===== src/rtl/lotr_pkg.sv =====
// Shared types and constants for the board MMIO register block.
// Latency: n/a (types, offsets and a pure combinational helper only).
// Backpressure: n/a.
package lotr_pkg;

    // Fabric-to-core request/response opcodes
    typedef enum logic [1:0] {
        OP_NOP = 2'd0,
        RD     = 2'd1,
        WR     = 2'd2,
        RD_RSP = 2'd3
    } t_opcode;

    // Register offsets inside the MMIO window (address bits [19:0])
    localparam logic [19:0] CR_MMIO2_SEG7_BASE = 20'h00000;
    localparam logic [19:0] CR_MMIO2_LED       = 20'h00040;
    localparam logic [19:0] CR_MMIO2_SWITCH    = 20'h00044;
    localparam logic [19:0] CR_MMIO2_BUTTON    = 20'h00048;
    localparam logic [19:0] CR_MMIO2_BTN_EDGE  = 20'h0004C;
    localparam logic [19:0] CR_MMIO2_CYCLE_CNT = 20'h00050;
    localparam logic [19:0] CR_MMIO2_SEG7_HEX  = 20'h00058;
    localparam logic [19:0] CR_MMIO2_CTRL      = 20'h0005C;

    // Hex nibble to active-low 7-segment pattern, bit order {g,f,e,d,c,b,a}
    function automatic logic [6:0] hex_to_seg7(input logic [3:0] nib);
        logic [6:0] seg;
        case (nib)
            4'h0: seg = 7'h40;
            4'h1: seg = 7'h79;
            4'h2: seg = 7'h24;
            4'h3: seg = 7'h30;
            4'h4: seg = 7'h19;
            4'h5: seg = 7'h12;
            4'h6: seg = 7'h02;
            4'h7: seg = 7'h78;
            4'h8: seg = 7'h00;
            4'h9: seg = 7'h10;
            4'hA: seg = 7'h08;
            4'hB: seg = 7'h03;
            4'hC: seg = 7'h46;
            4'hD: seg = 7'h21;
            4'hE: seg = 7'h06;
            default: seg = 7'h0E;
        endcase
        return seg;
    endfunction

endpackage


===== src/rtl/mmio_debounce.sv =====
// Per-bit 2-FF synchroniser plus stability-counter debouncer with a rising-edge pulse.
// Latency: 2+DEBOUNCE_CYC cycles from a raw level change to the stable output.
// Backpressure: none; free-running, samples every cycle.
module mmio_debounce #(
    parameter int WIDTH        = 1,
    parameter int DEBOUNCE_CYC = 16
) (
    input  logic             clk,
    input  logic             rst_n,
    input  logic [WIDTH-1:0] raw_in,
    output logic [WIDTH-1:0] stable_out,
    output logic [WIDTH-1:0] rise_out
);

    // Counter only needs to reach DEBOUNCE_CYC-1, which fits in clog2 bits
    localparam int            CW       = $clog2(DEBOUNCE_CYC);
    localparam logic [CW-1:0] CNT_LAST = CW'(DEBOUNCE_CYC - 1);

    logic [WIDTH-1:0] sync1_q, sync1_d;
    logic [WIDTH-1:0] sync2_q, sync2_d;
    logic [WIDTH-1:0] stable_q, stable_d;
    logic [WIDTH-1:0] rise_d;
    logic [CW-1:0]    cnt_q [WIDTH];
    logic [CW-1:0]    cnt_d [WIDTH];

    // Count consecutive disagreeing cycles; accept the synced level on the last one
    always_comb begin
        sync1_d  = raw_in;
        sync2_d  = sync1_q;
        stable_d = stable_q;
        rise_d   = '0;
        for (int i = 0; i < WIDTH; i++) begin
            cnt_d[i] = '0;
            if (sync2_q[i] != stable_q[i]) begin
                if (cnt_q[i] == CNT_LAST) begin
                    stable_d[i] = sync2_q[i];
                    rise_d[i]   = sync2_q[i];
                end else begin
                    cnt_d[i] = cnt_q[i] + 1'b1;
                end
            end
        end
    end

    // Synchroniser, counters and accepted levels
    always_ff @(posedge clk or negedge rst_n) begin
        if (!rst_n) begin
            sync1_q  <= '0;
            sync2_q  <= '0;
            stable_q <= '0;
            for (int i = 0; i < WIDTH; i++) cnt_q[i] <= '0;
        end else begin
            sync1_q  <= sync1_d;
            sync2_q  <= sync2_d;
            stable_q <= stable_d;
            for (int i = 0; i < WIDTH; i++) cnt_q[i] <= cnt_d[i];
        end
    end

    assign stable_out = stable_q;
    assign rise_out   = rise_d;

endmodule


===== src/rtl/fpga_mmio_gen2.sv =====
// Board MMIO registers (7-seg, LEDs, switches, buttons, cycle counter); FPGA_MMIO_HEX_DECODE_EN adds hex display mode.
// Latency: fixed 3 cycles request-to-response for RD and WR; register writes visible 2 cycles after the request.
// Backpressure: none; one request per cycle accepted back-to-back, never stalls.
module fpga_mmio_gen2
    import lotr_pkg::*;
#(
    parameter int         NUM_SEG7     = 6,
    parameter int         NUM_LED      = 10,
    parameter int         NUM_SW       = 10,
    parameter int         NUM_BTN      = 2,
    parameter int         DEBOUNCE_CYC = 16,
    parameter logic [6:0] SEG7_RST     = 7'h7F
) (
    input  logic                    CLK_50,
    input  logic                    RstQnnnL,
    input  logic                    F2C_ReqValidQ502H,
    input  t_opcode                 F2C_ReqOpcodeQ502H,
    input  logic [31:0]             F2C_ReqAddressQ502H,
    input  logic [31:0]             F2C_ReqDataQ502H,
    output logic                    F2C_RspValidQ500H,
    output t_opcode                 F2C_RspOpcodeQ500H,
    output logic [31:0]             F2C_RspAddressQ500H,
    output logic [31:0]             F2C_RspDataQ500H,
    input  logic [NUM_BTN-1:0]      Button,
    input  logic [NUM_SW-1:0]       Switch,
    output logic [NUM_SEG7*7-1:0]   SEG7,
    output logic [NUM_LED-1:0]      LED
);

    // Q503 request stage
    logic        req_vld_q, req_vld_d;
    logic        req_wr_q, req_wr_d;
    logic [31:0] req_addr_q, req_addr_d;
    logic [31:0] req_data_q, req_data_d;

    // Architectural registers
    logic [NUM_SEG7*7-1:0] seg7_q, seg7_d;
    logic [NUM_LED-1:0]    led_q, led_d;
    logic [NUM_BTN-1:0]    btn_edge_q, btn_edge_d;
    logic [31:0]           cycle_cnt_q, cycle_cnt_d;

    // Response pipeline
    logic        rsp504_vld_q, rsp504_vld_d;
    logic [31:0] rsp504_addr_q, rsp504_addr_d;
    logic [31:0] rsp504_data_q, rsp504_data_d;
    logic        rsp500_vld_q, rsp500_vld_d;
    t_opcode     rsp500_op_q, rsp500_op_d;
    logic [31:0] rsp500_addr_q, rsp500_addr_d;
    logic [31:0] rsp500_data_q, rsp500_data_d;

    // Debounced inputs
    logic [NUM_SW-1:0]  sw_stable;
    logic [NUM_SW-1:0]  unused_sw_rise;
    logic [NUM_BTN-1:0] btn_stable;
    logic [NUM_BTN-1:0] btn_rise;

    // Decode helpers
    logic [19:0] off;
    logic [2:0]  seg_idx;
    logic        seg_hit;
    logic        wr_en;
    logic [31:0] rd_data;
    logic [NUM_SEG7*7-1:0] seg7_out;
    logic        unused_data;

    mmio_debounce #(.WIDTH(NUM_SW), .DEBOUNCE_CYC(DEBOUNCE_CYC)) u_sw_deb (
        .clk        (CLK_50),
        .rst_n      (RstQnnnL),
        .raw_in     (Switch),
        .stable_out (sw_stable),
        .rise_out   (unused_sw_rise)
    );

    mmio_debounce #(.WIDTH(NUM_BTN), .DEBOUNCE_CYC(DEBOUNCE_CYC)) u_btn_deb (
        .clk        (CLK_50),
        .rst_n      (RstQnnnL),
        .raw_in     (Button),
        .stable_out (btn_stable),
        .rise_out   (btn_rise)
    );

    // Accept only RD/WR; everything else produces no response
    always_comb begin
        req_vld_d  = F2C_ReqValidQ502H &&
                     (F2C_ReqOpcodeQ502H == RD || F2C_ReqOpcodeQ502H == WR);
        req_wr_d   = (F2C_ReqOpcodeQ502H == WR);
        req_addr_d = F2C_ReqAddressQ502H;
        req_data_d = F2C_ReqDataQ502H;
    end

    // Address decode for the Q503 request; only word-aligned SEG7 slots that exist hit
    always_comb begin
        off     = req_addr_q[19:0];
        seg_idx = off[4:2];
        seg_hit = (off[19:5] == 15'd0) && (off[1:0] == 2'd0) && (int'(seg_idx) < NUM_SEG7);
        wr_en   = req_vld_q && req_wr_q;
    end

    // Register writes; a fresh debounced edge beats a same-cycle W1C clear
    always_comb begin
        seg7_d      = seg7_q;
        led_d       = led_q;
        btn_edge_d  = btn_edge_q | btn_rise;
        cycle_cnt_d = cycle_cnt_q + 32'd1;
        if (wr_en) begin
            if (seg_hit) begin
                for (int i = 0; i < NUM_SEG7; i++) begin
                    if (int'(seg_idx) == i) seg7_d[7*i +: 7] = req_data_q[6:0];
                end
            end
            if (off == CR_MMIO2_LED) led_d = req_data_q[NUM_LED-1:0];
            if (off == CR_MMIO2_BTN_EDGE)
                btn_edge_d = (btn_edge_q & ~req_data_q[NUM_BTN-1:0]) | btn_rise;
        end
    end

`ifdef FPGA_MMIO_HEX_DECODE_EN
    logic [31:0] seg7_hex_q, seg7_hex_d;
    logic        hex_mode_q, hex_mode_d;

    // Hex-mode register writes
    always_comb begin
        seg7_hex_d = seg7_hex_q;
        hex_mode_d = hex_mode_q;
        if (wr_en && off == CR_MMIO2_SEG7_HEX) seg7_hex_d = req_data_q;
        if (wr_en && off == CR_MMIO2_CTRL)     hex_mode_d = req_data_q[0];
    end

    // Hex-mode state
    always_ff @(posedge CLK_50 or negedge RstQnnnL) begin
        if (!RstQnnnL) begin
            seg7_hex_q <= '0;
            hex_mode_q <= 1'b0;
        end else begin
            seg7_hex_q <= seg7_hex_d;
            hex_mode_q <= hex_mode_d;
        end
    end

    // Digits show decoded nibbles in hex mode, raw registers otherwise
    always_comb begin
        seg7_out = seg7_q;
        if (hex_mode_q) begin
            for (int i = 0; i < NUM_SEG7; i++)
                seg7_out[7*i +: 7] = hex_to_seg7(seg7_hex_q[4*i +: 4]);
        end
    end
`else
    assign seg7_out = seg7_q;
`endif

    // Read mux sees pre-write register values; unused upper bits stay zero
    always_comb begin
        rd_data = '0;
        if (seg_hit) begin
            for (int i = 0; i < NUM_SEG7; i++) begin
                if (int'(seg_idx) == i) rd_data[6:0] = seg7_q[7*i +: 7];
            end
        end
        case (off)
            CR_MMIO2_LED:       rd_data[NUM_LED-1:0] = led_q;
            CR_MMIO2_SWITCH:    rd_data[NUM_SW-1:0]  = sw_stable;
            CR_MMIO2_BUTTON:    rd_data[NUM_BTN-1:0] = btn_stable;
            CR_MMIO2_BTN_EDGE:  rd_data[NUM_BTN-1:0] = btn_edge_q;
            CR_MMIO2_CYCLE_CNT: rd_data              = cycle_cnt_q;
`ifdef FPGA_MMIO_HEX_DECODE_EN
            CR_MMIO2_SEG7_HEX:  rd_data              = seg7_hex_q;
            CR_MMIO2_CTRL:      rd_data[0]           = hex_mode_q;
`endif
            default: ;
        endcase
    end

    // Response staging: Q503 -> Q504 -> Q500; writes return zero data
    always_comb begin
        rsp504_vld_d  = req_vld_q;
        rsp504_addr_d = req_vld_q ? req_addr_q : 32'd0;
        rsp504_data_d = (req_vld_q && !req_wr_q) ? rd_data : 32'd0;
        rsp500_vld_d  = rsp504_vld_q;
        rsp500_op_d   = rsp504_vld_q ? RD_RSP : OP_NOP;
        rsp500_addr_d = rsp504_addr_q;
        rsp500_data_d = rsp504_data_q;
    end

    // All pipeline and register state; reset drops any in-flight request
    always_ff @(posedge CLK_50 or negedge RstQnnnL) begin
        if (!RstQnnnL) begin
            req_vld_q     <= 1'b0;
            req_wr_q      <= 1'b0;
            req_addr_q    <= '0;
            req_data_q    <= '0;
            seg7_q        <= {NUM_SEG7{SEG7_RST}};
            led_q         <= '0;
            btn_edge_q    <= '0;
            cycle_cnt_q   <= '0;
            rsp504_vld_q  <= 1'b0;
            rsp504_addr_q <= '0;
            rsp504_data_q <= '0;
            rsp500_vld_q  <= 1'b0;
            rsp500_op_q   <= OP_NOP;
            rsp500_addr_q <= '0;
            rsp500_data_q <= '0;
        end else begin
            req_vld_q     <= req_vld_d;
            req_wr_q      <= req_wr_d;
            req_addr_q    <= req_addr_d;
            req_data_q    <= req_data_d;
            seg7_q        <= seg7_d;
            led_q         <= led_d;
            btn_edge_q    <= btn_edge_d;
            cycle_cnt_q   <= cycle_cnt_d;
            rsp504_vld_q  <= rsp504_vld_d;
            rsp504_addr_q <= rsp504_addr_d;
            rsp504_data_q <= rsp504_data_d;
            rsp500_vld_q  <= rsp500_vld_d;
            rsp500_op_q   <= rsp500_op_d;
            rsp500_addr_q <= rsp500_addr_d;
            rsp500_data_q <= rsp500_data_d;
        end
    end

    // Write data bits beyond the widest field are intentionally ignored
    assign unused_data = ^req_data_q;

    assign F2C_RspValidQ500H   = rsp500_vld_q;
    assign F2C_RspOpcodeQ500H  = rsp500_op_q;
    assign F2C_RspAddressQ500H = rsp500_addr_q;
    assign F2C_RspDataQ500H    = rsp500_data_q;
    assign SEG7                = seg7_out;
    assign LED                 = led_q;

endmodule


===== config.mk =====
export PLATFORM = sky130hd
export DESIGN_NAME = fpga_mmio_gen2
export DESIGN_NICKNAME = d
export VERILOG_FILES = /design/src/rtl/lotr_pkg.sv /design/src/rtl/mmio_debounce.sv /design/src/rtl/fpga_mmio_gen2.sv
export SDC_FILE = /design/constraint.sdc
export NUM_CORES = 1
export LEC_CHECK = 0
export ABC_AREA = 1
export CAP_MARGIN = 20
export CORE_ASPECT_RATIO = 1.2
export CORE_MARGIN = 2
export CORE_UTILIZATION = 48
export DETAILED_ROUTE_END_ITERATION = 6
export MAX_ROUTING_LAYER = met4
export PLACE_DENSITY = 0.86
export SYNTH_ARGS = -nofsm -noshare
export SYNTH_HDL_FRONTEND = slang
export SYNTH_SLANG_ARGS = --single-unit

===== constraint.sdc =====
create_clock -name CLK_50 -period 1.59 [get_ports CLK_50]
set_clock_uncertainty 0.15 [all_clocks]
set_input_delay 0.318 -clock CLK_50 [delete_from_list [all_inputs] [get_ports CLK_50]]
set_output_delay 0.318 -clock CLK_50 [all_outputs]
set_load 0.02 [all_outputs]

==> metrics.log, run 1 <==
[metrics] fraction of the yosys area taken by sequential cells: 69.0%
[metrics] area growth from synthesis to layout: 45.3%
[metrics] number of warnings reported in the yosys synthesis log: 0
[metrics] parity-gate share of the synthesized area counting xor and xnor cells: 4.33%
[metrics] chip width: 152 um
[metrics] CP top delay family: simple AND/OR/NAND/NOR gates
[metrics] 1st-pass router iterations: 5
[metrics] initial core utilization: 49.0%
[metrics] normalized max-slew margin: 63.9%
[metrics] synthesized flop and latch total: 344
[metrics] Peak Freq: 448 MHz
[metrics] number of nets with antenna violations after routing: 0
[metrics] smallest hold slack: 0.0775 ns
[metrics] via density per instance: 5.74
[metrics] utilization after layout: 71.2%
[metrics] I/O pins: 200
[metrics] total area of multi-input combinational cells: 4290 um2
[metrics] initial antenna violation count: 1
[metrics] Worst Path Arrival: 2.51 ns
[metrics] Std-Cell Rows: 64
[metrics] post-synthesis mux area share: 0.897%
[metrics] Crit Path Category: reg -> reg
[metrics] TritonCTS sink count: 344
[metrics] post-synthesis net count: 1,221
[metrics] commonest cells in the netlist: 302 x sky130_fd_sc_hd__dfrtp_1, 206 x sky130_fd_sc_hd__nand2_1, 126 x sky130_fd_sc_hd__inv_1
[metrics] Critical Path Stages: 8
[metrics] final weighted congestion of routability-driven global placement: 0.915
[metrics] number of synthesized flops with an enable pin: 0
[metrics] critical-path cell with the highest stage delay: sky130_fd_sc_hd__dfrtp_1
[metrics] maximum count of clock buffers along a single path: 3
[metrics] cells traversed along the worst timing path: nor2_2, nand2_2, nor2_4, nand2_4, nor3_4, nand2_2, buf_8, o21ai_2
[metrics] Cell Area, Synth: 12,600 um2
[metrics] DR iter-0 viols: 868
[metrics] post-CTS clock slew at the launch and capture registers of the worst setup and hold paths: 0.08 ns
[metrics] Skew-Pair Late Insertion Delay: 0.53 ns
[metrics] predominant post-synthesis flop cell: sky130_fd_sc_hd__dfrtp_1
[metrics] total of fill cells in the finished design: 1,515
[metrics] required time of the worst setup path: 1.87 ns
[metrics] clock root buffer: sky130_fd_sc_hd__clkbuf_16
[metrics] total placed instance area: 15,600 um2
[metrics] # port buffers: 177
[metrics] sort of element at the end of the critical path: register
[metrics] power per cell area: 1060 nW/um2
[metrics] number of DRC violations after detailed routing: 0
[metrics] setup ws final: -0.644 ns
[metrics] total wirelength of the detailed-routed design: 42,700 um
[metrics] portion of the clock cycle consumed by the worst path in the final layout: 140%
[metrics] shortest period the worst path allows: 2.23 ns
[metrics] Yosys top cell area share: 60.2%
[metrics] Buffers & Inverters on Critical Path: 1
[metrics] delay of the slowest cell on the worst path: 0.41 ns
[metrics] sum of net half-perimeters after detailed placement: 20,700 um
[metrics] maximum vdd ir drop: 704 uV
[metrics] largest area contributor in the netlist: sky130_fd_sc_hd__dfrtp_1
[metrics] Core ar.: 25,600 um2
[metrics] combinational family with the most area after synthesis: simple AND/OR/NAND/NOR gates
[metrics] Netlist cell types: 33
[metrics] Post-layout nets: 1,585
[metrics] floorplan die area: 27,500 um2
[metrics] post-synthesis average cell area: 11.1 um2
[metrics] overall power of the completed layout: 19,200 uW
[metrics] H-Tree Level Count: 2
[metrics] area share of and/or/nand/nor cells after synthesis: 15.8%
[metrics] wire length of the first global-routing pass: 57,800 um
[metrics] share of the synthesized area in compound gates (AO/OA/AOI/OAI): 3.55%
[metrics] synthesized-area fraction occupied by adder cells: 1.40%
[metrics] worst min-delay path category: in -> reg
[metrics] final hold violation count: 0
[metrics] number of cells on the worst hold path: 1
[metrics] mean routed wirelength per cell: 23.1 um
[metrics] cell mode on critical path: sky130_fd_sc_hd__nand2_2
[metrics] element type at the critical path start: register
[metrics] maximum number of pins on one net before global-route repair: 76
[metrics] most frequent cell after synthesis: sky130_fd_sc_hd__dfrtp_1
[metrics] Pleak: 0.00926 uW
[metrics] cell types with the largest area share after synthesis: sky130_fd_sc_hd__dfrtp_1 60%, sky130_fd_sc_hd__dfstp_2 8.8%, sky130_fd_sc_hd__nand2_1 6.2%, sky130_fd_sc_hd__inv_1 3.8%, sky130_fd_sc_hd__nor2_1 3.5%
[metrics] Finish-stage setup viols: 156
[metrics] fraction of final layout cells sized beyond drive strength 1: 41.2%
[metrics] clock tree from TritonCTS: built
[metrics] Post-synth ARST share: 100%
[metrics] remaining global-route overflow: 0
[metrics] synthesized netlist cell count: 1,126
[metrics] post-route design area: 18,200 um2
[metrics] slew at the pin with the worst max-slew slack: 0.537 ns
[metrics] R2R cell count: 8
[metrics] setup repair after global routing missed its margin: true
[metrics] aggregate global-route resource usage: 28.4%
[metrics] vias in the first global route: 10,632
[metrics] maximum fanout encountered on the critical timing path: 8
[metrics] Num CTS Buffers: 34
[metrics] run status: finished, violations left
[metrics] count of max-cap constraint violations: 0
[metrics] pre-CTS WS: -0.324 ns
[metrics] total area of sequential cells: 8670 um2
[metrics] Vias: 10,600
[metrics] Die Y-Extent: 181 um
[metrics] count of pins over their slew limit: 0
[metrics] failing checks: negative setup slack
[area by class of cell]
type                            instances  share of cell area, %
Multi-Input combinational cell        626                   23.5
Clock inverter                         13                   1.12
Tap cell                              330                   2.26
Antenna cell                            1                 0.0137
Clock buffer                           49                   5.71
Sequential cell                       344                   47.5
Inverter                              134                   2.90
Timing Repair Buffer                  350                   17.0
[cells in the final DEF, fill, tap and decap left out, drive strengths merged, types with 24 or more instances in the layout]
| cell | instances |
|---|---|
| a21oi | 26 |
| nor3 | 32 |
| nor2 | 129 |
| clkdlybuf4s50 | 57 |
| xor2 | 38 |
| buf | 290 |
| o21ai | 52 |
| nand2 | 212 |
| nand3 | 72 |
| dfrtp | 302 |
| dfstp | 42 |
| inv | 134 |
| clkbuf | 51 |
| xnor2 | 24 |
[power breakdown]
group / total, uW / internal (uW) / switching (uW)
logic: 1030 / 368 / 664
registers: 9180 / 9000 / 180
clock network: 9030 / 5410 / 3620
[through the flow]
step / setup TNS (ns) / instances
6_report: -45.28 / 1847
3_3_place_gp: -14.35 / 1722
3_5_place_dp: -19.71 / 1722
5_1_grt: -46.88 / 1847
4_1_cts: -21.41 / 1814
2_1_floorplan: -1.67 / 1126
[path summary, 6_finish.rpt]
path | endpoint | start | slack (ns)
worst max-delay path | LED[2]$_DFFE_PN0P_ | req_addr_q[11]$_DFF_PN0_ | -0.64
worst min-delay path | u_btn_deb.sync1_q[1]$_DFF_PN0_ | Button[1] | 0.08
worst max register to register | LED[2]$_DFFE_PN0P_ | req_addr_q[11]$_DFF_PN0_ | -0.64
worst min register to register | u_sw_deb.sync2_q[9]$_DFF_PN0_ | u_sw_deb.sync1_q[9]$_DFF_PN0_ | 0.20
max in group asynchronous | cycle_cnt_q[9]$_DFF_PN0_ | RstQnnnL | 0.41
min in group asynchronous | u_sw_deb.sync1_q[2]$_DFF_PN0_ | RstQnnnL | 0.10
[repair_timing]
item	4_1_cts	5_1_grt
cloned	7	2
hold endpoints to repair	306	0
endpoints found under the setup margin	223	160
hold buffers	1	0
buffers inserted	22	38
pin swaps	39	51
gates resized for setup	710	181
[per-layer routing]
layer / track usage, % / share of wire, % / up-vias / wire length, um
met5: - / 0 / - / 0
li1: - / - / 4273 / -
met2: 47.5 / 51 / 809 / 21600
met4: 16.6 / 9.3 / 0 / 3980
met3: 4.77 / 7.9 / 364 / 3370
met1: 31.8 / 32 / 5154 / 13800
[sequential cells by signal (all words and copies together) (netlist names), 32 cells and up]
signal / count
req_addr_q: 32
cycle_cnt_q: 32
rsp500_data_d: 32
u_sw_deb.cnt_q: 40
F2C_RspDataQ500H: 32
F2C_RspAddressQ500H: 32
SEG7: 42
rsp500_addr_d: 32
[cells by family after synthesis]
| group | count (synthesis) |
|---|---|
| flip-flops | 344 |
| multiplexers | 10 |
| AO/OA/AOI/OAI | 84 |
| AND/OR/NAND/NOR | 456 |
| adder cells (fa/ha/maj) | 14 |
| XOR/XNOR | 62 |
| buffers and inverters | 156 |
Note: power is estimated with default switching activity, not from simulation.
==> run 2, diff against run 1 <==
Settings changed: CORE_UTILIZATION 48 to 50, PLACE_DENSITY 0.86 to 0.85, RECOVER_POWER from default to 50, REMOVE_ABC_BUFFERS from default to 1.
Clock period 1.59 ns to 2.3 ns, I/O delays scaled along.
==> run 2 against run 1 <==
Combinational power decreased by 43%. The run now ends clean. Core utilization shrank 6.5 points. Critical path depth decreased by 7. Non-clock buffer count fell by 155. Critical path type is now reg -> out. Largest cell class unchanged. Sequential power shrank 31%. Largest power group unchanged. Setup slack better by 0.66 ns. Clock-buffer cell count is 2 higher. Hold slack better by 0.12 ns. Clock power shrank 39%. Routed wire length fell by 35%. Power shrank 35%.
==> metrics.log, run 2 (synthesis results as in run 1) <==
[metrics] H-Tree Level Count: 2 (unchanged)
[metrics] run status: finished clean
[metrics] total of fill cells in the finished design: 1,825 (+20%)
[metrics] leading cell type in the layout, fill and taps excluded: sky130_fd_sc_hd__dfrtp_1
[metrics] Core ar.: 24,700 um2 (-3.7%)
[metrics] number of DRC violations after detailed routing: 0 (unchanged)
[metrics] aggregate global-route resource usage: 22.6% (-5.8 points)
[metrics] maximum count of clock buffers along a single path: 3 (unchanged)
[metrics] post-CTS clock slew at the launch and capture registers of the worst setup and hold paths: 0.06 ns (-0.02 ns)
[metrics] final hold violation count: 0 (unchanged)
[metrics] critical-path cell with the highest stage delay: sky130_fd_sc_hd__clkdlybuf4s50_1
[metrics] # port buffers: 177 (unchanged)
[metrics] wire length of the first global-routing pass: 45,700 um (-21%)
[metrics] cells traversed along the worst timing path: clkdlybuf4s50_1
[metrics] count of max-cap constraint violations: 0 (unchanged)
[metrics] overall power of the completed layout: 12,400 uW (-35%)
[metrics] maximum fanout encountered on the critical timing path: 3 (-5)
[metrics] Num CTS Buffers: 34 (unchanged)
[metrics] Pleak: 0.00796 uW (-14%)
[metrics] clock tree from TritonCTS: built
[metrics] met1 wire length: 10,500 um (-24%)
[metrics] pre-CTS WS: 0.259 ns (+0.583 ns)
[metrics] Peak Freq: 438 MHz
[metrics] sort of element at the end of the critical path: primary output
[metrics] initial antenna violation count: 3 (+2)
[metrics] Skew-Pair Late Insertion Delay: 0.51 ns (-0.02 ns)
[metrics] worst min-delay path category: reg -> reg
[metrics] Crit Path Category: reg -> out
[metrics] Buffers & Inverters on Critical Path: 1 (unchanged)
[metrics] total negative slack for setup checks: 0 ns (+45.28 ns)
[metrics] sum of net half-perimeters after detailed placement: 18,900 um (-8.7%)
[metrics] number of nets with antenna violations after routing: 0 (unchanged)
[metrics] normalized max-slew margin: 5.28% (-59 points)
[metrics] via density per instance: 5.08 (-11%)
[metrics] portion of the clock cycle consumed by the worst path in the final layout: 99.2%
[metrics] count of pins over their slew limit: 0 (unchanged)
[metrics] Inst Count DP: 1,623 (-5.7%)
[metrics] final weighted congestion of routability-driven global placement: 0.896 (-2.1%)
[metrics] floorplan die area: 26,400 um2 (-3.9%)
[metrics] clock root buffer: sky130_fd_sc_hd__clkbuf_16
[metrics] slew at the pin with the worst max-slew slack: 1.42 ns (+0.883 ns)
[metrics] number of non-filler instances in the completed layout: 1,688 (-8.6%)
[metrics] DR top layer: met4
[metrics] vias in the first global route: 8,966 (-16%)
[metrics] fraction of final layout cells sized beyond drive strength 1: 11.5% (-30 points)
[metrics] Post-layout nets: 1,430 (-9.8%)
[metrics] initial core utilization: 50.9% (+1.9 points)
[metrics] DR iter-0 viols: 549 (-37%)
[metrics] power per cell area: 779 nW/um2 (-26%)
[metrics] total wirelength of the detailed-routed design: 27,900 um (-35%)
[metrics] highest-count cells in the layout ignoring fill and taps: 302 x sky130_fd_sc_hd__dfrtp_1, 206 x sky130_fd_sc_hd__nand2_1, 126 x sky130_fd_sc_hd__inv_1
[metrics] 1st-pass router iterations: 5 (unchanged)
[metrics] chip width: 149 um (-2.0%)
[metrics] Vias: 8,580 (-19%)
[metrics] I/O pins: 200 (unchanged)
[metrics] remaining global-route overflow: 0 (unchanged)
[metrics] mean routed wirelength per cell: 16.5 um (-28%)
[metrics] shortest period the worst path allows: 2.28 ns
[metrics] max FFs per register: 42 (unchanged)
[metrics] setup repair after global routing missed its margin: false
[metrics] delay of the slowest cell on the worst path: 0.61 ns (+0.20 ns)
[metrics] Finish-stage setup viols: 0 (-100%)
[metrics] maximum vdd ir drop: 437 uV (-38%)
[metrics] element type at the critical path start: register
[metrics] required time of the worst setup path: 1.69 ns (-0.18 ns)
[metrics] maximum number of pins on one net before global-route repair: 72 (-5.3%)
[metrics] CP top delay family: buffers and inverters
[metrics] area growth from synthesis to layout: 27.2%
[metrics] TritonCTS sink count: 344 (unchanged)
[metrics] WL met2: 14,900 um (-31%)
[metrics] Std-Cell Rows: 63 (-1.6%)
[metrics] Worst Path Arrival: 1.67 ns (-0.84 ns)
[metrics] length of routed met3 wiring: 1430 um (-58%)
[metrics] setup ws final: 0.0190 ns (+0.663 ns)
[metrics] Die Y-Extent: 178 um (-2.0%)
==> run 2: changes by cell type in the layout (fill, tap and decap cells not counted), moves of 22 or more <==
cell                              delta
sky130_fd_sc_hd__o21ai_0            +23
sky130_fd_sc_hd__clkdlybuf4s50_1    +35
sky130_fd_sc_hd__buf_2              -72
sky130_fd_sc_hd__dlygate4sd3_1      +55
sky130_fd_sc_hd__buf_6              -62
sky130_fd_sc_hd__nor2_4             -27
sky130_fd_sc_hd__nand2_1            +57
sky130_fd_sc_hd__nor2_1             +41
sky130_fd_sc_hd__buf_4             -125
sky130_fd_sc_hd__nand2_2            -42
sky130_fd_sc_hd__o21ai_2            -22
sky130_fd_sc_hd__nor3_1             +23
==> run 2: area by class of cell <==
class,count,area [um2],share of cell area (%)
sequential,344,8660,54.3
multi-input combinational,626,3260,20.4
timing repair buffer,195,1980,12.4
clock buffer,51,1040,6.51
inverter,134,503,3.15
tap,325,407,2.55
clock inverter,11,101,0.635
antenna,2,5.00,0.0314
==> run 2: routing by layer <==
metal	vias to the layer above	track usage [%]
li1	3948	-
met1	4240	26.2
met2	303	39.4
met3	89	3.57
met4	0	9.05
met5	-	-
==> run 2: power by group <==
part,switching (uW),internal [uW]
logic,354,229
registers,101,6230
clock network,2260,3260
==> run 2: what timing repair did <==
item	in CTS	in global routing
setup buffers	0	0
resized for setup	9	20
endpoints found under the setup margin	9	20
hold buffers	1	0
hold endpoints to repair	33	0
==> run 2: worst paths after layout <==
kind | startpoint | end | slack (ns) | depth (start not counted)
max | SEG7[16]$_DFFE_PN1P_ | SEG7[16] | 0.02 | 1
min | rsp500_addr_d[21]$_DFF_PN0_ | F2C_RspAddressQ500H[21]$_DFF_PN0_ | 0.20 | 0
max reg2reg | cycle_cnt_q[5]$_DFF_PN0_ | cycle_cnt_q[25]$_DFF_PN0_ | 0.15 | 7
min reg2reg | rsp500_addr_d[21]$_DFF_PN0_ | F2C_RspAddressQ500H[21]$_DFF_PN0_ | 0.20 | 0
max in group asynchronous | RstQnnnL | u_sw_deb.stable_out[4]$_DFFE_PN0P_ | 0.37 | 3
min in group asynchronous | RstQnnnL | req_addr_q[12]$_DFF_PN0_ | 0.54 | 2
==> run 2: stage by stage <==
stage / area [um2] / hold slack (ns) / util, %
floorplan: 12400 / 0.0144 / -
global route: 16000 / 0.205 / 64.7
finish: 16000 / 0.197 / 64.7
detailed placement: 14800 / 0.185 / 60.0
CTS: 15900 / 0.198 / 64.6
global placement: 14800 / 0.181 / 60.0
==> run 3, diff against run 2 <==
Clock period 2.3 ns to 2.6 ns, I/O delays scaled along.
==> run 3 against run 2 <==
Critical path type unchanged. Non-clock buffer count shrank 7. Largest power group unchanged. Clock-buffer cell count shrank 9. Sequential cell count is the same. Via count shrank 0.91%. First-iteration DRC count shrank 3.8%. Design area shrank 0.94%. Global-route usage shrank 0.85 points. The run now ends with max-capacitance violations, max-slew violations left. Clock power shrank 14%. Combinational power shrank 12%. Power shrank 13%. Core utilization shrank 0.61 points. Critical path depth is the same.
==> metrics.log, run 3 (synthesis results as in run 1) <==
[metrics] run status: finished, violations left
[metrics] failing checks: max-capacitance violations, max-slew violations
[metrics] total area of sequential cells: 8660 um2 (unchanged)
[metrics] setup repair after global routing missed its margin: false
[metrics] final weighted congestion of routability-driven global placement: 0.907 (+1.2%)
[metrics] portion of the clock cycle consumed by the worst path in the final layout: 92.4%
[metrics] 1st-pass router iterations: 7 (+2)
[metrics] element type at the critical path start: register
[metrics] sort of element at the end of the critical path: primary output
[metrics] wire length of the first global-routing pass: 44,300 um (-3.1%)
[metrics] pre-CTS WS: 0.485 ns (+0.226 ns)
[metrics] total wirelength of the detailed-routed design: 27,200 um (-2.4%)
[metrics] Die Y-Extent: 178 um (unchanged)
[metrics] number of DRC violations after detailed routing: 0 (unchanged)
[metrics] setup ws final: 0.196 ns (+0.177 ns)
[metrics] clock tree from TritonCTS: built
[metrics] Core ar.: 24,700 um2 (unchanged)
[metrics] Peak Freq: 416 MHz
[metrics] CP top delay family: buffers and inverters
[metrics] Num CTS Buffers: 31 (-8.8%)
[metrics] post-route design area: 15,800 um2 (-0.94%)
[metrics] count of pins over their slew limit: 57 (+57)
[metrics] flop-to-flop setup slack: 0.39 ns (+0.24 ns)
[metrics] fraction of final layout cells sized beyond drive strength 1: 11.0% (-0.49 points)
[metrics] overall power of the completed layout: 10,800 uW (-13%)
[metrics] Buffers & Inverters on Critical Path: 1 (unchanged)
[metrics] final hold violation count: 0 (unchanged)
[metrics] # port buffers: 177 (unchanged)
[metrics] I/O pins: 200 (unchanged)
[metrics] worst min-delay path category: reg -> reg
[metrics] Finish-stage setup viols: 0 (unchanged)
[metrics] total of fill cells in the finished design: 1,836 (+0.60%)
[metrics] smallest hold slack: 0.197 ns (+0.000288 ns)
[metrics] maximum vdd ir drop: 472 uV (+8.2%)
[metrics] H-Tree Level Count: 1 (-1)
[metrics] area growth from synthesis to layout: 26.0%
[metrics] Post-layout nets: 1,420 (-0.70%)
[metrics] shortest period the worst path allows: 2.40 ns
[metrics] Vias: 8,502 (-0.91%)
[metrics] Pleak: 0.00748 uW (-6.0%)
[metrics] mean routed wirelength per cell: 16.2 um (-1.8%)
[metrics] number of cells upsized or downsized after cts: 0 (-9)
[metrics] total placed instance area: 14,700 um2 (-0.44%)
[metrics] total area of multi-input combinational cells: 3260 um2 (unchanged)
[metrics] clock root buffer: sky130_fd_sc_hd__clkbuf_16
[metrics] total negative slack for setup checks: 0 ns (unchanged)
[metrics] sum of net half-perimeters after detailed placement: 18,400 um (-2.7%)
[metrics] delay of the slowest cell on the worst path: 0.62 ns (about the same)
[metrics] highest-count cells in the layout ignoring fill and taps: 302 x sky130_fd_sc_hd__dfrtp_1, 206 x sky130_fd_sc_hd__nand2_1, 126 x sky130_fd_sc_hd__inv_1
[metrics] number of nets with antenna violations after routing: 0 (unchanged)
[metrics] floorplan die area: 26,400 um2 (unchanged)
[metrics] slew at the pin with the worst max-slew slack: 1.56 ns (+0.139 ns)
[metrics] count of max-cap constraint violations: 1 (+1)
[metrics] Crit Path Category: reg -> out
[metrics] normalized max-slew margin: -4.01% (-9.3 points)
[metrics] Skew-Pair Late Insertion Delay: 0.56 ns (+0.05 ns)
[metrics] vias in the first global route: 8,857 (-1.2%)
[metrics] via density per instance: 5.07 (-0.26%)
[metrics] remaining global-route overflow: 0 (unchanged)
[metrics] critical-path cell with the highest stage delay: sky130_fd_sc_hd__clkdlybuf4s50_1
[metrics] maximum number of pins on one net before global-route repair: 76 (+5.6%)
[metrics] post-CTS clock slew at the launch and capture registers of the worst setup and hold paths: 0.07 ns (about the same)
[metrics] chip width: 149 um (unchanged)
[metrics] maximum count of clock buffers along a single path: 3 (unchanged)
[metrics] required time of the worst setup path: 1.93 ns (+0.24 ns)
[metrics] max FFs per register: 42 (unchanged)
[metrics] initial antenna violation count: 3 (unchanged)
[metrics] aggregate global-route resource usage: 21.7% (-0.85 points)
[metrics] initial core utilization: 50.9% (unchanged)
[metrics] leading cell type in the layout, fill and taps excluded: sky130_fd_sc_hd__dfrtp_1
[metrics] power per cell area: 686 nW/um2 (-12%)
[metrics] Std-Cell Rows: 63 (unchanged)
[metrics] Worst Path Arrival: 1.73 ns (+0.06 ns)
[metrics] DR iter-0 viols: 528 (-3.8%)
[metrics] TritonCTS sink count: 344 (unchanged)
[metrics] cells traversed along the worst timing path: clkdlybuf4s50_1
[metrics] maximum fanout encountered on the critical timing path: 3 (unchanged)
-- run 3: cell count changes in the layout (fill, tap and decap cells not counted), moves of 2 or more --
cell / change
sky130_fd_sc_hd__clkbuf_1: -4
sky130_fd_sc_hd__clkinv_2: +2
sky130_fd_sc_hd__buf_6: -2
sky130_fd_sc_hd__buf_4: -6
sky130_fd_sc_hd__clkdlybuf4s50_1: +29
sky130_fd_sc_hd__clkbuf_16: -6
sky130_fd_sc_hd__bufinv_16: +3
sky130_fd_sc_hd__dlymetal6s2s_1: -20
sky130_fd_sc_hd__dlygate4sd2_1: -9
-- run 3: area by class of cell --
type | count | area share, %
inverters | 134 | 3.18
diodes | 3 | 0.0475
multi-input cells | 626 | 20.6
clock inverters | 15 | 1.18
well taps | 325 | 2.57
flip-flops and latches | 344 | 54.8
repair buffers | 188 | 12.0
clock buffers | 42 | 5.61
-- run 3: metal layers --
layer,vias up,wire length (um),track usage [%]
met5,-,0,-
met4,0,1140,9.44
met3,76,1480,3.21
met2,293,14100,37.1
met1,4199,10500,25.8
li1,3934,-,-
-- run 3: path summary, 6_finish.rpt --
| kind | startpoint | endpoint | depth (start not counted) |
|---|---|---|---|
| worst max-delay path | SEG7[23]$_DFFE_PN1P_ | SEG7[23] | 1 |
| min in group asynchronous | RstQnnnL | req_addr_q[15]$_DFF_PN0_ | 2 |
| worst min register to register | rsp500_addr_d[28]$_DFF_PN0_ | F2C_RspAddressQ500H[28]$_DFF_PN0_ | 0 |
| worst max register to register | req_addr_q[2]$_DFF_PN0_ | SEG7[0]$_DFFE_PN1P_ | 5 |
| worst min-delay path | rsp500_addr_d[28]$_DFF_PN0_ | F2C_RspAddressQ500H[28]$_DFF_PN0_ | 0 |
| max in group asynchronous | RstQnnnL | SEG7[28]$_DFFE_PN1P_ | 3 |
-- run 3: what timing repair did --
action | in CTS | in global routing
endpoints found under the hold margin | 55 | 0
endpoints found under the setup margin | 0 | 0
hold buffers | 1 | 0
buffers inserted | 0 | 0
-- run 3: power breakdown --
group          switching, uW  internal, uW  total, uW  leakage, uW
Combinational            312           200        512      0.00254
Sequential              88.9          5510       5600      0.00442
Clock                   1950          2780       4740     0.000526
-- run 3: stage by stage --
step	std cells	util [%]
final	1677	64.1
after global routing	1677	64.1
after CTS	1674	64.1
after detailed placement	1616	59.7
after global placement	1616	59.7
after floorplan	1104	-
==> patch 1: new RTL, settings of run 1 <==
Add an input register stage for `F2C_ReqValidQ502H`, `F2C_ReqOpcodeQ502H`, `F2C_ReqAddressQ502H`, `F2C_ReqDataQ502H`, `Button` and `Switch`, without a reset; this delays them by one clock.
--- a/src/rtl/fpga_mmio_gen2.sv
+++ b/src/rtl/fpga_mmio_gen2.sv
@@ -29,2 +29,18 @@
 
+    logic F2C_ReqValidQ502H_q;
+    t_opcode F2C_ReqOpcodeQ502H_q;
+    logic [31:0] F2C_ReqAddressQ502H_q;
+    logic [31:0] F2C_ReqDataQ502H_q;
+    logic [NUM_BTN-1:0] Button_q;
+    logic [NUM_SW-1:0] Switch_q;
+
+    always_ff @(posedge CLK_50) begin
+        F2C_ReqValidQ502H_q   <= F2C_ReqValidQ502H;
+        F2C_ReqOpcodeQ502H_q  <= F2C_ReqOpcodeQ502H;
+        F2C_ReqAddressQ502H_q <= F2C_ReqAddressQ502H;
+        F2C_ReqDataQ502H_q    <= F2C_ReqDataQ502H;
+        Button_q              <= Button;
+        Switch_q              <= Switch;
+    end
+
     // Q503 request stage
@@ -68,3 +84,3 @@
         .rst_n      (RstQnnnL),
-        .raw_in     (Switch),
+        .raw_in     (Switch_q),
         .stable_out (sw_stable),
@@ -76,3 +92,3 @@
         .rst_n      (RstQnnnL),
-        .raw_in     (Button),
+        .raw_in     (Button_q),
         .stable_out (btn_stable),
@@ -83,7 +99,7 @@
     always_comb begin
-        req_vld_d  = F2C_ReqValidQ502H &&
-                     (F2C_ReqOpcodeQ502H == RD || F2C_ReqOpcodeQ502H == WR);
-        req_wr_d   = (F2C_ReqOpcodeQ502H == WR);
-        req_addr_d = F2C_ReqAddressQ502H;
-        req_data_d = F2C_ReqDataQ502H;
+        req_vld_d  = F2C_ReqValidQ502H_q &&
+                     (F2C_ReqOpcodeQ502H_q == RD || F2C_ReqOpcodeQ502H_q == WR);
+        req_wr_d   = (F2C_ReqOpcodeQ502H_q == WR);
+        req_addr_d = F2C_ReqAddressQ502H_q;
+        req_data_d = F2C_ReqDataQ502H_q;
     end
Function: changed (Yosys sat finds a counterexample within 4 cycles, from zero or initial values and one cycle with RstQnnnL low).
==> patch 1 against run 1 <==
The flow finishes with violations (design-rule violations, negative setup slack). Routed wire length up 12%. Sequential power up 17%. Power up 15%. Setup slack worse by 160 ps. Sequential cell count up 57. Clock power up 14%. First-iteration DRC count up 32%. Cell area up 10%. Combinational power up 5%. Synthesized area up 9.1%. Global-route usage down 0.88 points. Critical endpoint is now rsp500_data_d[8]. Highest routed layer unchanged.
==> patch 1: results (changes against run 1) <==
| Metric | Value |
|---|---|
| Static Leak | `9.97 nW (was 9.26 nW)` |
| Reg power frac | `48.6% (was 47.7%)` |
| Design Power | `22.1 mW (was 19.2 mW)` |
| Post-Synth XOR/XNOR Area | `3.97% (was 4.33%)` |
| Violated checks | `design-rule violations, negative setup slack (was negative setup slack)` |
| Syn Area/Cell | `11.6 µm² (was 11.1 µm²)` |
| Synth top area cells | `dfrtp_1, dfxtp_1, dfstp_2 (was dfrtp_1, dfstp_2, nand2_1)` |
| Comb pwr | `1.08 mW (was 1.03 mW)` |
| Slew margin rel. | `69.6% (was 63.9%)` |
| Final setup margin | `-808 ps (was -644 ps)` |
| DP Cell Count | `1,843 (was 1,722)` |
| Setup TNS | `-53,170 ps (was -45,280 ps)` |
| Nets | `1,688 (was 1,585)` |
| DRC | `6 (was 0)` |
| Sequential fraction of the synthesis area | `71.6% (was 69.0%)` |
| Run status | `finished, violations left (unchanged)` |
| Peak VDD IR | `0.000811 V (was 0.000704 V)` |
| Post-synthesis mux area share | `0.822% (was 0.897%)` |
| Largest net degree at the start of global routing | `50 (was 76)` |
| Post-DP Area | `16,900 µm² (was 15,600 µm²)` |
| Drt pass-1 iters | `7 (was 5)` |
| GRT Total Usage | `27.5% (was 28.4%)` |
| CP arrival | `2670 ps (was 2510 ps)` |
| Setup Viol. Count Final | `169 (was 156)` |
| Syn Nets | `1,278 (was 1,221)` |
| First-pass GRT wire length | `61.1 mm (was 57.8 mm)` |
[patch 1: cell types whose count changed after synthesis]
cell / delta
dfxtp_1: +57
[patch 1: kinds of logic (layout without fill, tap and decap cells)]
| logic type | Yosys count | in the layout |
|---|---|---|
| XOR/XNOR | 62 | 62 |
| multiplexers | 10 | 10 |
| AO/OA/AOI/OAI | 84 | 84 |
| flip-flops | 401 | 401 |
| adder cells (fa/ha/maj) | 14 | 14 |
| AND/OR/NAND/NOR | 456 | 458 |
| buffers and inverters | 156 | 593 |
| other | 0 | 1 |
[patch 1: layer usage]
metal / vias up / GRT usage (%) / routed length (µm)
met5: - / - / 0
met4: 0 / 16.3 / 4600
met3: 367 / 3.96 / 3640
met2: 859 / 47.7 / 24000
met1: 5499 / 29.8 / 15500
li1: 4531 / - / -
[patch 1: final cells by class]
cell class	instances	area [µm²]
multi-input cells	628	4410
repair inverters	1	5.00
inverters	134	529
well taps	379	474
repair buffers	389	3480
clock inverters	20	333
flip-flops and latches	401	9810
clock buffers	49	1060
fillers	1606	7890
diodes	1	2.50
[patch 1: worst paths after layout]
kind | slack (ps) | startpoint | cells past startpoint | to
hold reg to reg | 170 | Switch_q[5] | 0 | u_sw_deb.sync1_q[5]
setup / recovery | -810 | req_addr_q[17] | 9 | rsp500_data_d[8]
min in group asynchronous | 140 | RstQnnnL | 2 | rsp500_addr_d[11]
setup reg to reg | -810 | req_addr_q[17] | 9 | rsp500_data_d[8]
hold / removal | 70 | F2C_ReqAddressQ502H[2] | 1 | F2C_ReqAddressQ502H_q[2]
max in group asynchronous | 420 | RstQnnnL | 3 | SEG7[18]
[patch 1: what timing repair did]
item,4_1_cts,5_1_grt
hold endpoints to repair,302,0
hold buffers,1,0
buffers inserted,39,45
endpoints found under the setup margin,218,169
pin swaps,39,55
resized for setup,716,218
gates cloned,7,3
==> patch 2: new RTL, settings of run 1 <==
Without the edit above. The parameter `NUM_BTN` goes from 2 to 1.
--- a/src/rtl/fpga_mmio_gen2.sv
+++ b/src/rtl/fpga_mmio_gen2.sv
@@ -9,3 +9,3 @@
     parameter int         NUM_SW       = 10,
-    parameter int         NUM_BTN      = 2,
+    parameter int         NUM_BTN      = 1,
     parameter int         DEBOUNCE_CYC = 16,
Ports: changed (resized Button); port bits go from 200 to 199. No check against the original RTL was run, so the function may have changed too.
==> patch 2 against run 1 <==
The flow still finishes with violations (negative setup slack). First-iteration DRC count is 8.1% higher. Cell area is 3.0% lower. Count of clock-buffer cells in the layout fell by 3. Synthesized area shrank 0.93%. Sequential cell count fell by 8. Power shrank 9.5%. Global-route usage is 2.3 points lower. Setup slack improved by 160 ps. Routed wire length is 11% lower. Critical path type unchanged. Highest routed layer unchanged.
==> patch 2: results (changes against run 1) <==
| Metric | Value |
|---|---|
| Port bufs | `176 (was 177)` |
| Synth top area cells | `dfrtp_1, dfstp_2, nand2_1 (unchanged)` |
| Min Hold Slack | `25.5 ps (was 77.5 ps)` |
| Final setup margin | `-484 ps (was -644 ps)` |
| GRT Total Usage | `26.1% (was 28.4%)` |
| First-pass GRT wire length | `53.2 mm (was 57.8 mm)` |
| Violated checks | `negative setup slack (unchanged)` |
| Vias in the first global route | `9,999 (was 10,600)` |
| FF-to-FF End | `rsp500_data_d[3] (was LED[2])` |
| Run status | `finished, violations left (unchanged)` |
| Sw Ratio | `23.1% (was 23.2%)` |
| Vias post-DR | `9,807 (was 10,600)` |
| Syn Nets | `1,168 (was 1,221)` |
| Gpl congestion | `0.890 (was 0.915)` |
| Fill count | `1,556 (was 1,515)` |
| Post-synthesis mux area share | `0.453% (was 0.897%)` |
| Slew margin rel. | `70.5% (was 63.9%)` |
| Drt pass-1 iters | `5 (unchanged)` |
| Reg2reg start | `req_addr_q[14] (was req_addr_q[11])` |
| Htree depth | `1 (was 2)` |
| DP Worst Slack | `-299 ps (was -324 ps)` |
| Static Leak | `8.70 nW (was 9.26 nW)` |
| Initial drt markers | `938 (was 868)` |
| Hold_sp | `F2C_ReqAddressQ502H[8] (was Button[1])` |
| Compound-cell area share of the yosys netlist | `4.61% (was 3.55%)` |
| DP HPWL | `20.2 mm (was 20.7 mm)` |
| Initial antenna violation count | `1 (unchanged)` |
| Nets | `1,541 (was 1,585)` |
| Netlist cell types | `40 (was 33)` |
| Post-synth top cells | `dfrtp_1, nand2_1, inv_1, nor2_1, nand3_1 (unchanged)` |
| CP Max Fanout | `5 (was 8)` |
| Worst r2r path cells | `10 (was 8)` |
| Clk_lat worst skew | `580 ps (was 530 ps)` |
| Final std cells w/o fill | `1,801 (was 1,847)` |
| Setup TNS | `-32,630 ps (was -45,280 ps)` |
| Setup Viol. Count Final | `171 (was 156)` |
| Ratio of cells with drive above 1 in the final layout | `40.3% (was 41.2%)` |
| Total Wirelength | `38.2 mm (was 42.7 mm)` |
| Syn Area/Cell | `11.6 µm² (was 11.1 µm²)` |
| CP Class | `flip-flop to flip-flop (unchanged)` |
| Synth Area in Adders | `1.31% (was 1.40%)` |
| Worst Hold End | `req_addr_q[8] (was u_btn_deb.sync1_q[1])` |
| DP Cell Count | `1,689 (was 1,722)` |
| Sequential fraction of the synthesis area | `68.0% (was 69.0%)` |
| Post-Synth XOR/XNOR Area | `4.37% (was 4.33%)` |
| Post-DP Area | `15,600 µm² (about the same)` |
| Largest register FFs | `42 (unchanged)` |
| Peak VDD IR | `0.000838 V (was 0.000704 V)` |
| CTS Buf Count | `31 (was 34)` |
| Max stage delay cell, worst path | `dfrtp_1 (unchanged)` |
## patch 2: cell count changes after synthesis, sizes merged, moves of 4 or more
cell	run 1	this run
o21ai	52	72
inv	133	116
nor2	129	113
nand2	212	199
a21oi	26	15
nand3	72	63
dfrtp	302	294
mux2	10	5
buf	17	21
## patch 2: metal layers
| layer | up-vias | GRT usage [%] | routed length [µm] |
|---|---|---|---|
| li1 | 4141 | - | - |
| met2 | 624 | 45.1 | 19600 |
| met5 | - | - | 0 |
| met3 | 238 | 3.49 | 2720 |
| met4 | 0 | 12.2 | 2780 |
| met1 | 4804 | 29.9 | 13100 |
## patch 2: what timing repair did
item | CTS | global route
pin swaps | 26 | 47
setup buffers | 24 | 27
hold buffers | 1 | 0
hold endpoints to repair | 296 | 0
gates cloned | 6 | 0
endpoints found under the setup margin | 221 | 176
gates resized for setup | 692 | 127
## patch 2: final cells by class
class                           instances  area (µm²)  share of cell area (%)
Multi-Input combinational cell        602        4040                    22.8
Timing Repair Buffer                  359        3290                    18.6
Clock inverter                          9         108                   0.608
Clock buffer                           46         892                    5.04
Tap cell                              330         413                    2.33
Sequential cell                       336        8470                    47.9
Inverter                              117         474                    2.68
Timing Repair inverter                  1        8.76                  0.0495
Antenna cell                            1        2.50                  0.0141
## patch 2: worst reg2reg max path, stage by stage (launching register included)
cell and delay (ps):
dfrtp_1 410, nor2_4 210, nand2_2 130, nor2_4 150
nand2_4 90, nor2_8 140, buf_4 150, nand2_4 70
nor2_4 230, o21ai_1 150, nand2_1 130
## patch 2: power groups by stage
stage	combinational [mW]	clock, mW	sequential (mW)
2_1_floorplan	0.314	0	9.10
3_3_place_gp	0.921	0	9.05
3_5_place_dp	0.965	0	9.07
4_1_cts	0.970	7.45	8.93
5_1_grt	1.12	7.90	8.97
6_report	1.03	7.44	8.95
